<file path="src/rtl/alu_arbiter.sv">
// Round-robin arbiter sharing one ALU among NUM_REQ requesters, with a one-entry response buffer.
// Define ALU_ARB_FIXED_PRIO_EN to use fixed priority (lowest index wins) in place of round-robin.

module alu #(
   parameter int DATA_WIDTH = 32
) (
   input  logic [DATA_WIDTH-1:0] a,
   input  logic [DATA_WIDTH-1:0] b,
   input  logic [2:0]            op,
   output logic [DATA_WIDTH-1:0] result,
   output logic                  carry_out,
   output logic                  overflow,
   output logic                  zero
);
   logic [DATA_WIDTH:0] sum;
   logic [DATA_WIDTH:0] diff;
   logic                sub_ovf;

   assign sum     = {1'b0, a} + {1'b0, b};
   assign diff    = {1'b0, a} + {1'b0, ~b} + (DATA_WIDTH+1)'(1);
   assign sub_ovf = (a[DATA_WIDTH-1] != b[DATA_WIDTH-1]) &&
                    (diff[DATA_WIDTH-1] != a[DATA_WIDTH-1]);

   always_comb begin
      result    = '0;
      carry_out = 1'b0;
      overflow  = 1'b0;
      unique case (op)
         3'b000: result = a & b;
         3'b001: result = a | b;
         3'b010: begin
            result    = sum[DATA_WIDTH-1:0];
            carry_out = sum[DATA_WIDTH];
            overflow  = (a[DATA_WIDTH-1] == b[DATA_WIDTH-1]) &&
                        (sum[DATA_WIDTH-1] != a[DATA_WIDTH-1]);
         end
         3'b110: begin
            result    = diff[DATA_WIDTH-1:0];
            carry_out = diff[DATA_WIDTH];
            overflow  = sub_ovf;
         end
         3'b111: result = {{(DATA_WIDTH-1){1'b0}}, diff[DATA_WIDTH-1] ^ sub_ovf};
         default: result = '0;
      endcase
   end

   assign zero = (result == '0);
endmodule

// state | meaning
// EMPTY | no response held; any grant may proceed
// FULL  | response buffer valid; new accept only alongside a drain
module alu_arbiter #(
   parameter int NUM_REQ    = 2,
   parameter int ID_W       = 1,
   parameter int DATA_WIDTH = 32
) (
   input  logic                            clk,
   input  logic                            rst_n,
   input  logic [NUM_REQ-1:0]              req_valid,
   output logic [NUM_REQ-1:0]              req_ready,
   input  logic [NUM_REQ*DATA_WIDTH-1:0]   req_a,
   input  logic [NUM_REQ*DATA_WIDTH-1:0]   req_b,
   input  logic [NUM_REQ*3-1:0]            req_op,
   output logic                            resp_valid,
   input  logic                            resp_ready,
   output logic [ID_W-1:0]                 resp_id,
   output logic [DATA_WIDTH-1:0]           resp_result,
   output logic [2:0]                      resp_flags,
   output logic                            resp_err
);
   typedef enum logic {EMPTY, FULL} state_t;

   state_t                state, state_nxt;
   logic [NUM_REQ-1:0]    grant;
   logic [ID_W-1:0]       g;
   logic [ID_W-1:0]       sel;
   logic                  found;
   logic                  can_acc;
   logic                  accept;
   logic [DATA_WIDTH-1:0] alu_a, alu_b, alu_result;
   logic [2:0]            alu_op;
   logic                  alu_carry, alu_ovf, alu_zero;
   logic                  op_illegal;

   assign can_acc = !resp_valid || resp_ready;

`ifdef ALU_ARB_FIXED_PRIO_EN
   always_comb begin
      grant = '0;
      g     = '0;
      sel   = '0;
      found = 1'b0;
      for (int i = 0; i < NUM_REQ; i++) begin
         sel = ID_W'(i);
         if (!found && req_valid[sel]) begin
            found      = 1'b1;
            g          = sel;
            grant[sel] = can_acc && rst_n;
         end
      end
   end
`else
   logic [ID_W-1:0] last;

   // Search starts just after the most recent winner so every requester gets a turn.
   always_comb begin
      grant = '0;
      g     = '0;
      sel   = '0;
      found = 1'b0;
      for (int k = 1; k <= NUM_REQ; k++) begin
         sel = ID_W'((int'(last) + k) % NUM_REQ);
         if (!found && req_valid[sel]) begin
            found      = 1'b1;
            g          = sel;
            grant[sel] = can_acc && rst_n;
         end
      end
   end

   always_ff @(posedge clk or negedge rst_n) begin
      if (!rst_n) begin
         last <= ID_W'(NUM_REQ - 1);
      end else if (accept) begin
         last <= g;
      end
   end
`endif

   assign req_ready = grant;
   assign accept    = |grant;

   assign alu_a  = req_a[g*DATA_WIDTH +: DATA_WIDTH];
   assign alu_b  = req_b[g*DATA_WIDTH +: DATA_WIDTH];
   assign alu_op = req_op[g*3 +: 3];
   assign op_illegal = (alu_op == 3'b011) || (alu_op == 3'b100) || (alu_op == 3'b101);

   alu #(.DATA_WIDTH(DATA_WIDTH)) u_alu (
      .a         (alu_a),
      .b         (alu_b),
      .op        (alu_op),
      .result    (alu_result),
      .carry_out (alu_carry),
      .overflow  (alu_ovf),
      .zero      (alu_zero)
   );

   always_ff @(posedge clk or negedge rst_n) begin
      if (!rst_n) begin
         state <= EMPTY;
      end else begin
         state <= state_nxt;
      end
   end

   always_comb begin
      state_nxt = state;
      unique case (state)
         EMPTY: if (accept) state_nxt = FULL;
         FULL:  if (resp_ready && !accept) state_nxt = EMPTY;
         default: state_nxt = EMPTY;
      endcase
   end

   assign resp_valid = (state == FULL);

   always_ff @(posedge clk or negedge rst_n) begin
      if (!rst_n) begin
         resp_id     <= '0;
         resp_result <= '0;
         resp_flags  <= '0;
         resp_err    <= 1'b0;
      end else if (accept) begin
         resp_id     <= g;
         resp_result <= alu_result;
         resp_flags  <= {alu_ovf, alu_carry, alu_zero};
         resp_err    <= op_illegal;
      end
   end
endmodule

</file>
<file path="config.mk">
export PLATFORM = sky130hd
export DESIGN_NAME = alu_arbiter
export DESIGN_NICKNAME = d
export VERILOG_FILES = /design/src/rtl/alu_arbiter.sv
export SDC_FILE = /design/constraint.sdc
export NUM_CORES = 1
export LEC_CHECK = 0
export CELL_PAD_IN_SITES_DETAIL_PLACEMENT = 0
export CELL_PAD_IN_SITES_GLOBAL_PLACEMENT = 1
export CORE_ASPECT_RATIO = 1.4
export CORE_UTILIZATION = 37
export CTS_CLUSTER_DIAMETER = 100
export CTS_CLUSTER_SIZE = 30
export DETAILED_ROUTE_END_ITERATION = 10
export GPL_TIMING_DRIVEN = 0
export HOLD_SLACK_MARGIN = 0.03
export PLACE_DENSITY = 0.83
export SKIP_CTS_REPAIR_TIMING = 1
export SKIP_LAST_GASP = 1
export SLEW_MARGIN = 20
export SYNTH_ARGS = -nofsm -noshare
export SYNTH_HDL_FRONTEND = slang
export SYNTH_SLANG_ARGS = --single-unit
</file>
<file path="constraint.sdc">
create_clock -name clk -period 8.1 [get_ports clk]
set_clock_uncertainty 0.2 [all_clocks]
set_input_delay 1.62 -clock clk [delete_from_list [all_inputs] [get_ports clk]]
set_output_delay 1.62 -clock clk [all_outputs]
set_load 0.005 [all_outputs]
</file>
* Word level (Yosys, flattened, before mapping)
Index checks and enable logic that the tools add are counted.
** Storage, ports and cells
- Output and inout bits :: 40
- Logic and storage cells :: 72
- Bits in registers :: 39
** Operators by class
- Mux-type cells :: 20
- Bitwise logic cells :: 6
- Reductions and logical operators :: 16
- Shifts and indexed selects :: 3
- Order comparisons :: 4
- Multipliers :: 1
- Equality and inequality tests :: 11
- $add $sub $neg :: 5
** Operators by type and width (number)
- 32-bit case mux with 5 select lines :: 1
- 64-bit by 7-bit variable part select with 32-bit output :: 2
- 32-bit by 32-bit adder with 33-bit output :: 2
- 33-bit by 1-bit adder with 33-bit output, second input constant :: 1
- 32-bit AND :: 1
- 32-bit logical NOT :: 1
- 32-bit NOT :: 1
- 32-bit bitwise OR :: 1
- 3-bit == test, second input constant :: 4
- 1-bit 2-to-1 mux :: 11
- 1-bit logical AND :: 7
- 3-bit by 2-bit == test with 1-bit output, second input constant :: 2
- 1-bit case mux with 2 select lines :: 3
- 6-bit by 4-bit variable part select with 3-bit output :: 1
- 1-bit by 2-bit < comparator with 1-bit output, second input constant :: 2
- 2-bit 2-to-1 mux :: 2
- 3-bit by 1-bit == test with 1-bit output, second input constant :: 1
- 1-bit logical NOT :: 3
- 3-bit logical NOT :: 1
- 1-bit logical OR :: 3
- 1-bit by 2-bit multiplier with 3-bit output, second input constant :: 1
- 1-bit inequality test :: 3
- 1-bit adder, second input constant :: 2
- 2-bit AND :: 1
- 7 further kinds :: 9

* Logic depth before layout (Yosys ltp)
- Depth in word-level cells :: 16
- Depth in mapped cells :: 31
- Mapped depth without buffers :: 29

* Modules after synthesis
A second synthesis with hierarchy kept.
** Unflattened totals
- Cells, all modules :: 970
- Area, all modules :: 7783.7 µm²
** By module, submodules not included
- alu :: area an instance 5331.4 µm², instances 1, sequential area each 0.0 µm², cells each 797
- alu_arbiter :: area an instance 2452.4 µm², instances 1, sequential area each 977.2 µm², cells each 173

* Worst setup path after synthesis
OpenSTA, ideal clock, no wires.
- Path kind :: input to register
- Start :: input port req_valid[1]
- End :: register resp_flags[0]
- Stages on the path :: 30
- Setup slack :: 0.727 ns
- Data required time :: 7.808 ns
- Data arrival time :: 7.081 ns
- Buffers on the path :: 4
- Path through :: a21boi_4 -> buf_6 -> clkbuf_1 -> buf_1 -> mux2i_1 -> inv_1 -> ha_1 -> clkbuf_1 -> nand2b_1 -> a21oi_1 -> o21bai_1 -> a221oi_1 -> a21o_1 -> or2_2 -> a21oi_1 -> o21bai_1 -> a21oi_1 -> nor2_1 -> nor2_1 -> fa_1 -> and3_1 -> a221oi_1 -> o221ai_1 -> a211o_1 -> nor4_1 -> nand4b_1 -> nor4_1 -> and4_1 -> nand4_1 -> o31ai_2
** On the way
- Longest elaborated chain between the ends :: 15
** RTL lines
- start: declaration :: line 60 : input logic [NUM_REQ-1:0] req_valid,
- 1-bit 2-to-1 mux (not written as such) (2 in a row) :: line 114 : if (!found && req_valid[sel]) begin
- 1-bit 2-to-1 mux :: line 114
- 1-bit logical NOT :: line 114
- 1-bit logical AND :: line 114
- 1-bit 2-to-1 mux :: line 114
- 64-bit by 7-bit variable part select with 32-bit output :: line 135 : assign alu_b = req_b[g*DATA_WIDTH +: DATA_WIDTH];
- 32-bit NOT :: line 20 : assign diff = {1'b0, a} + {1'b0, ~b} + (DATA_WIDTH+1)'(1);
- 32-bit by 32-bit adder with 33-bit output :: line 20
- 33-bit by 1-bit adder with 33-bit output :: line 20
- 1-bit inequality test :: line 22 : (diff[DATA_WIDTH-1] != a[DATA_WIDTH-1]);
- 1-bit logical AND :: line 21 : assign sub_ovf = (a[DATA_WIDTH-1] != b[DATA_WIDTH-1]) &&
- 1-bit XOR :: line 42 : 3'b111: result = {{(DATA_WIDTH-1){1'b0}}, diff[DATA_WIDTH-1] ^ sub_ovf};
- 32-bit case mux with 5 select lines :: line 28 : unique case (op)
- 32-bit logical NOT :: line 47 : assign zero = (result == '0);
- end signal: assignment :: line 177 : resp_flags <= {alu_ovf, alu_carry, alu_zero};
- end: declaration :: line 69 : output logic [2:0] resp_flags,
Parallel ways exist; a longest one is shown, timed or not. The select of a mux whose other input is x is not followed.
A chain may end at the register's enable or synchronous reset.

* Worst setup path in the final report
- Start :: input port req_valid[0]
- End :: register resp_flags[0]
Same word-level chain as after synthesis.

==> flow_metrics.py <==
metrics = {
    "power_and_ir_drop": {
        "netSwitchingFraction_pct": 48.5,
        "clkPwrFrac_pct": 13.2,
        "p_leak_nw": 4.58,
        "worst_ir_drop_vdd_mv": 0.0818,
        "power.share.sequential_pct": 15.8,
        "power_density_nw_per_um2": 176,
        "switchingPower_uw": 846,
        "power.combinational.fraction_pct": 71.1,
        "report.power.total_mw": 1.75,
        "p_int_uw": 900,
    },
    "route": {
        "drt_pre_antenna_iters": 7,
        "average_detailed_routed_wire_length_per_instance_um": 20.0,
        "drt-vias-per-instance": 5.62,
        "route.detailed.drc": 0,
        "detail-route-antenna-nets": 0,
        "route.final.wire_length_mm": 30.7,
        "via_total_after_detailed_routing": 8631,
        "drtIter0Drc": 463,
    },
    "floorplanning": {
        "die_height_um": 170,
        "num_io_pins": 179,
        "start_util_pct": 37.8,
        "die_x_um": 122,
        "dieArea_um2": 20800,
        "core-area_um2": 19800,
        "std_cell_rows": 61,
    },
    "timing": {
        "final_period_minus_worst_setup_slack_ps": 7860,
        "timing_worst_slew_pin_value_ps": 1180,
        "setup_repair_after_global_routing_missed_its_margin": "false",
        "max_clock_freq_mhz": 127,
        "maxSlewHeadroom_pct": 21.2,
        "fin_ws_ps": 236,
        "drv_slew": 0,
        "final-setup-viol-count": 0,
        "period_share_pct": 97.1,
        "hold_ws_ps": 280,
        "timing.setup.tns_ps": 0,
        "final_hold_violation_count": 0,
    },
    "cts": {
        "worst_setup_hold_path_clk_slew_ps": 60,
        "number_of_buffers_created_by_cts": 5,
        "insertion_delay_ps": 290,
        "numClockSinks": 39,
        "cts_tree": "built",
        "cts_root_buffer": "sky130_fd_sc_hd__clkbuf_16",
        "cts_htree_levels": 2,
        "clock_tree.buffer_depth": 2,
    },
    "global_route": {
        "grt_max_degree": 29,
        "initial_antenna_violation_count": 0,
        "grt_pass1_wl_mm": 46.0,
        "number_of_global_route_vias_before_repair": 8373,
        "grt_util_all_layers_pct": 29.1,
        "grt_overflow_total": 0,
    },
    "place": {
        "place.gp.congestion": 0.953,
        "place_hpwl_mm": 25.0,
        "post-place-ws_ps": -2160,
        "place.port_buffers": 178,
        "place.detailed.instances": 1525,
    },
    "critical_path": {
        "worstPathBufferInverterCount": 6,
        "r2r_cells": 28,
        "startpoint_of_the_most_critical_register_to_register_path": "last",
        "slowest_stage": "sky130_fd_sc_hd__a221oi_2",
        "cp-start-kind": "primary input",
        "cp.depth": 31,
        "crit_type": "primary input to flop",
        "critical_path_peak_fanout": 10,
        "worst_path_required_time_ps": 8100,
        "crit_path_max_incr_delay_ps": 430,
        "path_delay_family": "compound AO/OA/AOI/OAI gates",
        "crit_path_start": "req_valid[0]",
        "setup.worst_path.end_class": "flop",
        "arrival_ps": 7870,
    },
    "hold_path": {
        "min_delay_path_depth": 2,
        "hold_path.startpoint": "resp_result[30]",
        "worstHoldPathType": "flop to flop",
    },
    "layout": {
        "nNetsFinal": 1528,
        "diodes": 0,
        "areaGrowthSynthToFinish_pct": 32.2,
        "final_cell_count_no_fill": 1535,
        "layout.filler_cells": 2083,
        "layout-drive-gt1-share_pct": 5.85,
    },
    "outcome": {
        "run_status": "complete, no violations",
    },
    "synthesis": {
        "synth-seq-cells": 39,
        "synth-edff-count": 0,
        "ranking_of_synthesized_cells_by_instance_count": "sky130_fd_sc_hd__nand2_1 (249), sky130_fd_sc_hd__ha_1 (104), sky130_fd_sc_hd__inv_1 (95), sky130_fd_sc_hd__nor2_1 (81), sky130_fd_sc_hd__a21oi_1 (78)",
        "synth_sequential_area_ratio_pct": 13.0,
        "synth_fp_nets": 1340,
        "synthCells": 1094,
        "synth_top_cell_by_area": "sky130_fd_sc_hd__ha_1",
        "most_frequent_cell_after_synthesis": "sky130_fd_sc_hd__nand2_1",
        "synth.top_cell.area_share_pct": 17.4,
        "ys.warnings.count": 0,
        "synth.area.top_cells": "sky130_fd_sc_hd__ha_1 (17%), sky130_fd_sc_hd__dfrtp_1 (13%), sky130_fd_sc_hd__nand2_1 (12%)",
        "avgSynthCellArea_um2": 6.85,
        "synth_cell_type_count": 82,
        "post_synth_design_cell_area_um2": 7490,
        "synthArstFlopShare_pct": 100,
        "synth-main-ff-cell": "sky130_fd_sc_hd__dfrtp_1",
    },
    "job": {
        "max-cap-violations": 0,
    },
}
-- final timing paths --
check                                   to  slack [ps]
max reg2reg                  resp_flags[0]        1360
max                          resp_flags[0]         240
max in group asynchronous             last        6150
min                        resp_result[30]         280
min in group asynchronous  resp_result[23]        1020
min reg2reg                resp_result[30]         280
-- tightest hold or removal path, cell delays in order (launching register included) --
cell and delay [ps]:
sky130_fd_sc_hd__dfrtp_1 340, sky130_fd_sc_hd__nand2_1 50, sky130_fd_sc_hd__nand2_1 50
-- metal layers --
metal  GRT usage, %  routed length, um
met1           32.3              12000
met2           56.2              16300
met5              0                  0
met3           2.01               1170
met4           10.8               1270
-- power groups by stage --
| stage | Sequential, mW | Combinational, mW | Clock, mW |
|---|---|---|---|
| 3_3_place_gp | 0.277 | 1.20 | 0 |
| 3_5_place_dp | 0.278 | 1.21 | 0 |
| 5_1_grt | 0.280 | 1.35 | 0.240 |
| 4_1_cts | 0.275 | 1.21 | 0.231 |
| 2_1_floorplan | 0.273 | 0.755 | 0 |
| 6_report | 0.275 | 1.24 | 0.230 |
-- placed cells by master (no fill, tap or decap), types with 6 or more instances in the layout --
cell,instances
sky130_fd_sc_hd__o211ai_1,8
sky130_fd_sc_hd__and2_1,7
sky130_fd_sc_hd__clkbuf_2,7
sky130_fd_sc_hd__buf_2,8
sky130_fd_sc_hd__o21ai_1,13
sky130_fd_sc_hd__nand4_1,13
sky130_fd_sc_hd__clkdlybuf4s50_1,175
sky130_fd_sc_hd__mux2i_1,18
sky130_fd_sc_hd__nand2b_1,10
sky130_fd_sc_hd__ha_1,104
sky130_fd_sc_hd__nand2_1,249
sky130_fd_sc_hd__a31oi_1,6
sky130_fd_sc_hd__o221ai_1,11
sky130_fd_sc_hd__a22o_1,15
sky130_fd_sc_hd__o31ai_1,6
sky130_fd_sc_hd__a211oi_1,9
sky130_fd_sc_hd__o21bai_1,14
sky130_fd_sc_hd__dfrtp_1,38
sky130_fd_sc_hd__inv_1,94
sky130_fd_sc_hd__xnor2_1,26
sky130_fd_sc_hd__nand3_1,11
sky130_fd_sc_hd__a21oi_1,77
sky130_fd_sc_hd__clkbuf_1,31
sky130_fd_sc_hd__nor3_1,19
sky130_fd_sc_hd__a21o_1,12
sky130_fd_sc_hd__nor2_1,81
sky130_fd_sc_hd__a221oi_1,12
sky130_fd_sc_hd__nor4_1,9
sky130_fd_sc_hd__o21a_1,9
sky130_fd_sc_hd__nor2b_1,9
sky130_fd_sc_hd__o21ai_0,42
-- sequential cells by signal, indices dropped and copies added (netlist names) --
name and cells:
resp_result 32, resp_flags 3, last 1, resp_err 1, resp_id 1, resp_valid 1
-- kinds of logic after synthesis --
| logic type | Yosys count | synth area share (%) |
|---|---|---|
| muxes | 27 | 3.74 |
| and+or+nand+nor | 441 | 25.6 |
| adders and majority gates | 107 | 18.2 |
| buffers and inverters | 152 | 7.92 |
| DFF | 39 | 13.0 |
| xor gates and xnor gates | 27 | 3.16 |
| AOI/OAI and AO/OA | 301 | 28.3 |
-- cell type report --
class	count	area (um2)	area share [%]
repair buffers	181	1810	18.3
clock inverters	3	43.8	0.442
clock buffers	5	125	1.26
flip-flops and latches	39	977	9.87
plain buffers	54	264	2.67
inverters	98	368	3.71
multi-input cells	903	6000	60.6
well taps	252	315	3.18
-- through the flow --
step	util, %	instance area [um2]
floorplan	-	7490
global placement	48.3	9590
detailed placement	48.4	9610
CTS	49.3	9780
global route	49.9	9900
finish	49.9	9900
Power figures use the tool's default switching activity.
==> RTL edit: new RTL, config.mk and constraints unchanged <==
Change the parameter `NUM_REQ` from 2 to 1.
--- a/src/rtl/alu_arbiter.sv
+++ b/src/rtl/alu_arbiter.sv
@@ -51,7 +51,7 @@
 // EMPTY | no response held; any grant may proceed
 // FULL  | response buffer valid; new accept only alongside a drain
 module alu_arbiter #(
-   parameter int NUM_REQ    = 2,
+   parameter int NUM_REQ    = 1,
    parameter int ID_W       = 1,
    parameter int DATA_WIDTH = 32
 ) (
Interface: changed (5 resized); port bits go from 179 to 110. No check against the original RTL was run, so the function may have changed too.
==> RTL edit against the unedited design <==
Sequential share of layout area grew 1.5 points; register-to-register slack gained 3500 ps; count of clock-buffer cells in the layout grew 1; setup slack gained 930 ps; area after synthesis shrank 12%; routed wire length shrank 23%; design area shrank 18%; sequential cell count shrank 2; final cell count shrank 18%; core utilization shrank 3.0 points.
Power is not compared: it rests on default switching activity, and its combinational part moved more than twofold at a synthesized area within 25%.
==> RTL edit: results (changes against the unedited design) <==
status completed; worst vdd ir 0.0893 mV; syn nets 1087 (-19%); Clk Latency, worst-skew pair 280 ps; Max FO, Critical Path 5 (-5); grt met1 use 31.4% (-0.95 points); Commonest cells post-synth 103 x ha_1, 99 x inv_1, 82 x nand2_1; slowest stage delay, CP 550 ps (+120 ps); Synth area leaders ha_1 20%, dfrtp_1 14%, a21oi_1 6.1%; met3 usage 2.58% (+0.57 points); crit-path leading delay family compound AO/OA/AOI/OAI gates; GRT Total Usage 25.9% (-3.2 points); Vias/cell 5.75 (+2.3%); final net count 1203 (-21%); largest net degree at the start of global routing 34 (+17%); first-pass GRT wire length 37200 µm (-19%); CP arrival 6950 ps (-920 ps); vias after detailed routing 7264 (-16%); predominant post-synthesis flop cell dfrtp_1; WL/cell 18.7 µm (-6.7%); CTS root buffer clkbuf_16; Ant. Diodes 0 (unchanged); worst-path cell with the longest stage delay clkdlybuf4s50_1; Post-Synth Adder-Cell Area 20.5% (+2.3 points); Avg Synthesized Cell Area 7.25 µm² (+5.8%); Distinct cells, synth 81 (-1.2%); layout cells sized above 1 3.99% (-1.9 points); post-place setup slack 924 ps (+3080 ps); CTS max path bufs 2 (unchanged); placed cell areas 7990 µm² (-17%); Seq/Total Area, Yosys 14.0% (+1.0 points); post-DP HPWL 19500 µm (-22%); relative slew slack 41.7% (+21 points); fill count 1898 (-8.9%); Synth Area in Compound Gates 32.8% (+4.4 points); cell count after placement 1255 (-18%); M2 GR Usage 45.8% (-10 points); DR iter-0 viols 501 (+8.2%); number of port buffers 108 (-39%); GP Congestion 0.947 (-0.65%); H-tree levels 2 (unchanged); post-synthesis mux area share 1.33% (-2.4 points); number of global-route vias before repair 7104 (-15%); biggest regs resp_result: 32 flops, resp_flags: 3 flops; Pre-antenna DRT Iters 6 (-1); xor and xnor area share after synthesis 2.64% (-0.52 points)
[RTL edit: cell types whose count changed after synthesis, sizes merged, moves of 6 or more]
cell    before  now
o22ai        4   14
xnor2       26   16
clkbuf      42   34
nand2      249   82
a21o        12   18
o21bai      14    7
a22o        15    9
a211oi      10   21
nor3        20   34
a221oi      13    3
buf         12   18
mux2i       22    5
o221ai      11    5
nor2        81   66
[RTL edit: final cells by class]
type	count	area (µm²)	share of cell area, %
multi-input combinational	721	5070	62.2
inverter	100	375	4.60
clock inverter	2	37.5	0.460
buffer	52	219	2.68
clock buffer	6	139	1.70
tap	236	295	3.62
timing repair buffer	109	1100	13.4
sequential	37	926	11.3
[RTL edit: per-stage QoR]
stage	power, mW	util [%]
after floorplan	0.534	-
after global placement	0.744	45.8
after detailed placement	0.748	45.9
after CTS	0.976	46.9
after global routing	1.04	46.9
final	0.981	46.9
[RTL edit: metal layers]
| layer | vias up | wire [µm] |
|---|---|---|
| met2 | 286 | 11600 |
| met4 | 0 | 1000 |
| met3 | 63 | 1380 |
| met1 | 3407 | 9640 |
| met5 | - | 0 |
| li1 | 3508 | - |
[RTL edit: cell families (layout without fill, tap and decap cells)]
family | count (synthesis) | count (layout)
other | 1 | 1
adder cells (fa/ha/maj) | 106 | 106
AND/OR/NAND/NOR | 269 | 269
flip-flops | 37 | 37
buffers and inverters | 152 | 269
AO/OA/AOI/OAI | 318 | 318
XOR/XNOR | 19 | 19
multiplexers | 8 | 8
[RTL edit: path summary, 6_finish.rpt]
check                                     start  slack, ps  cells after the start              end
worst max-delay path                   req_a[1]       1160                     23    resp_flags[0]
worst min-delay path            resp_result[21]        270                      2  resp_result[21]
worst max register to register       resp_valid       4880                     11    resp_flags[0]
worst min register to register  resp_result[21]        270                      2  resp_result[21]
max in group asynchronous                 rst_n       6320                      2  resp_result[22]
min in group asynchronous                 rst_n        970                      1         resp_err
[RTL edit: worst register-to-register path, delay by kind of cell, from the launching register on]
family | cells | cell delay, ps
DFF | 1 | 370
AOI/OAI and AO/OA | 3 | 890
and+or+nand+nor | 8 | 1710
[RTL edit: power groups by stage]
stage / clock, mW / sequential, mW / combinational [mW]
floorplan: 0 / 0.232 / 0.303
global placement: 0 / 0.233 / 0.511
detailed placement: 0 / 0.234 / 0.514
CTS: 0.229 / 0.231 / 0.516
global route: 0.236 / 0.233 / 0.571
finish: 0.227 / 0.231 / 0.523
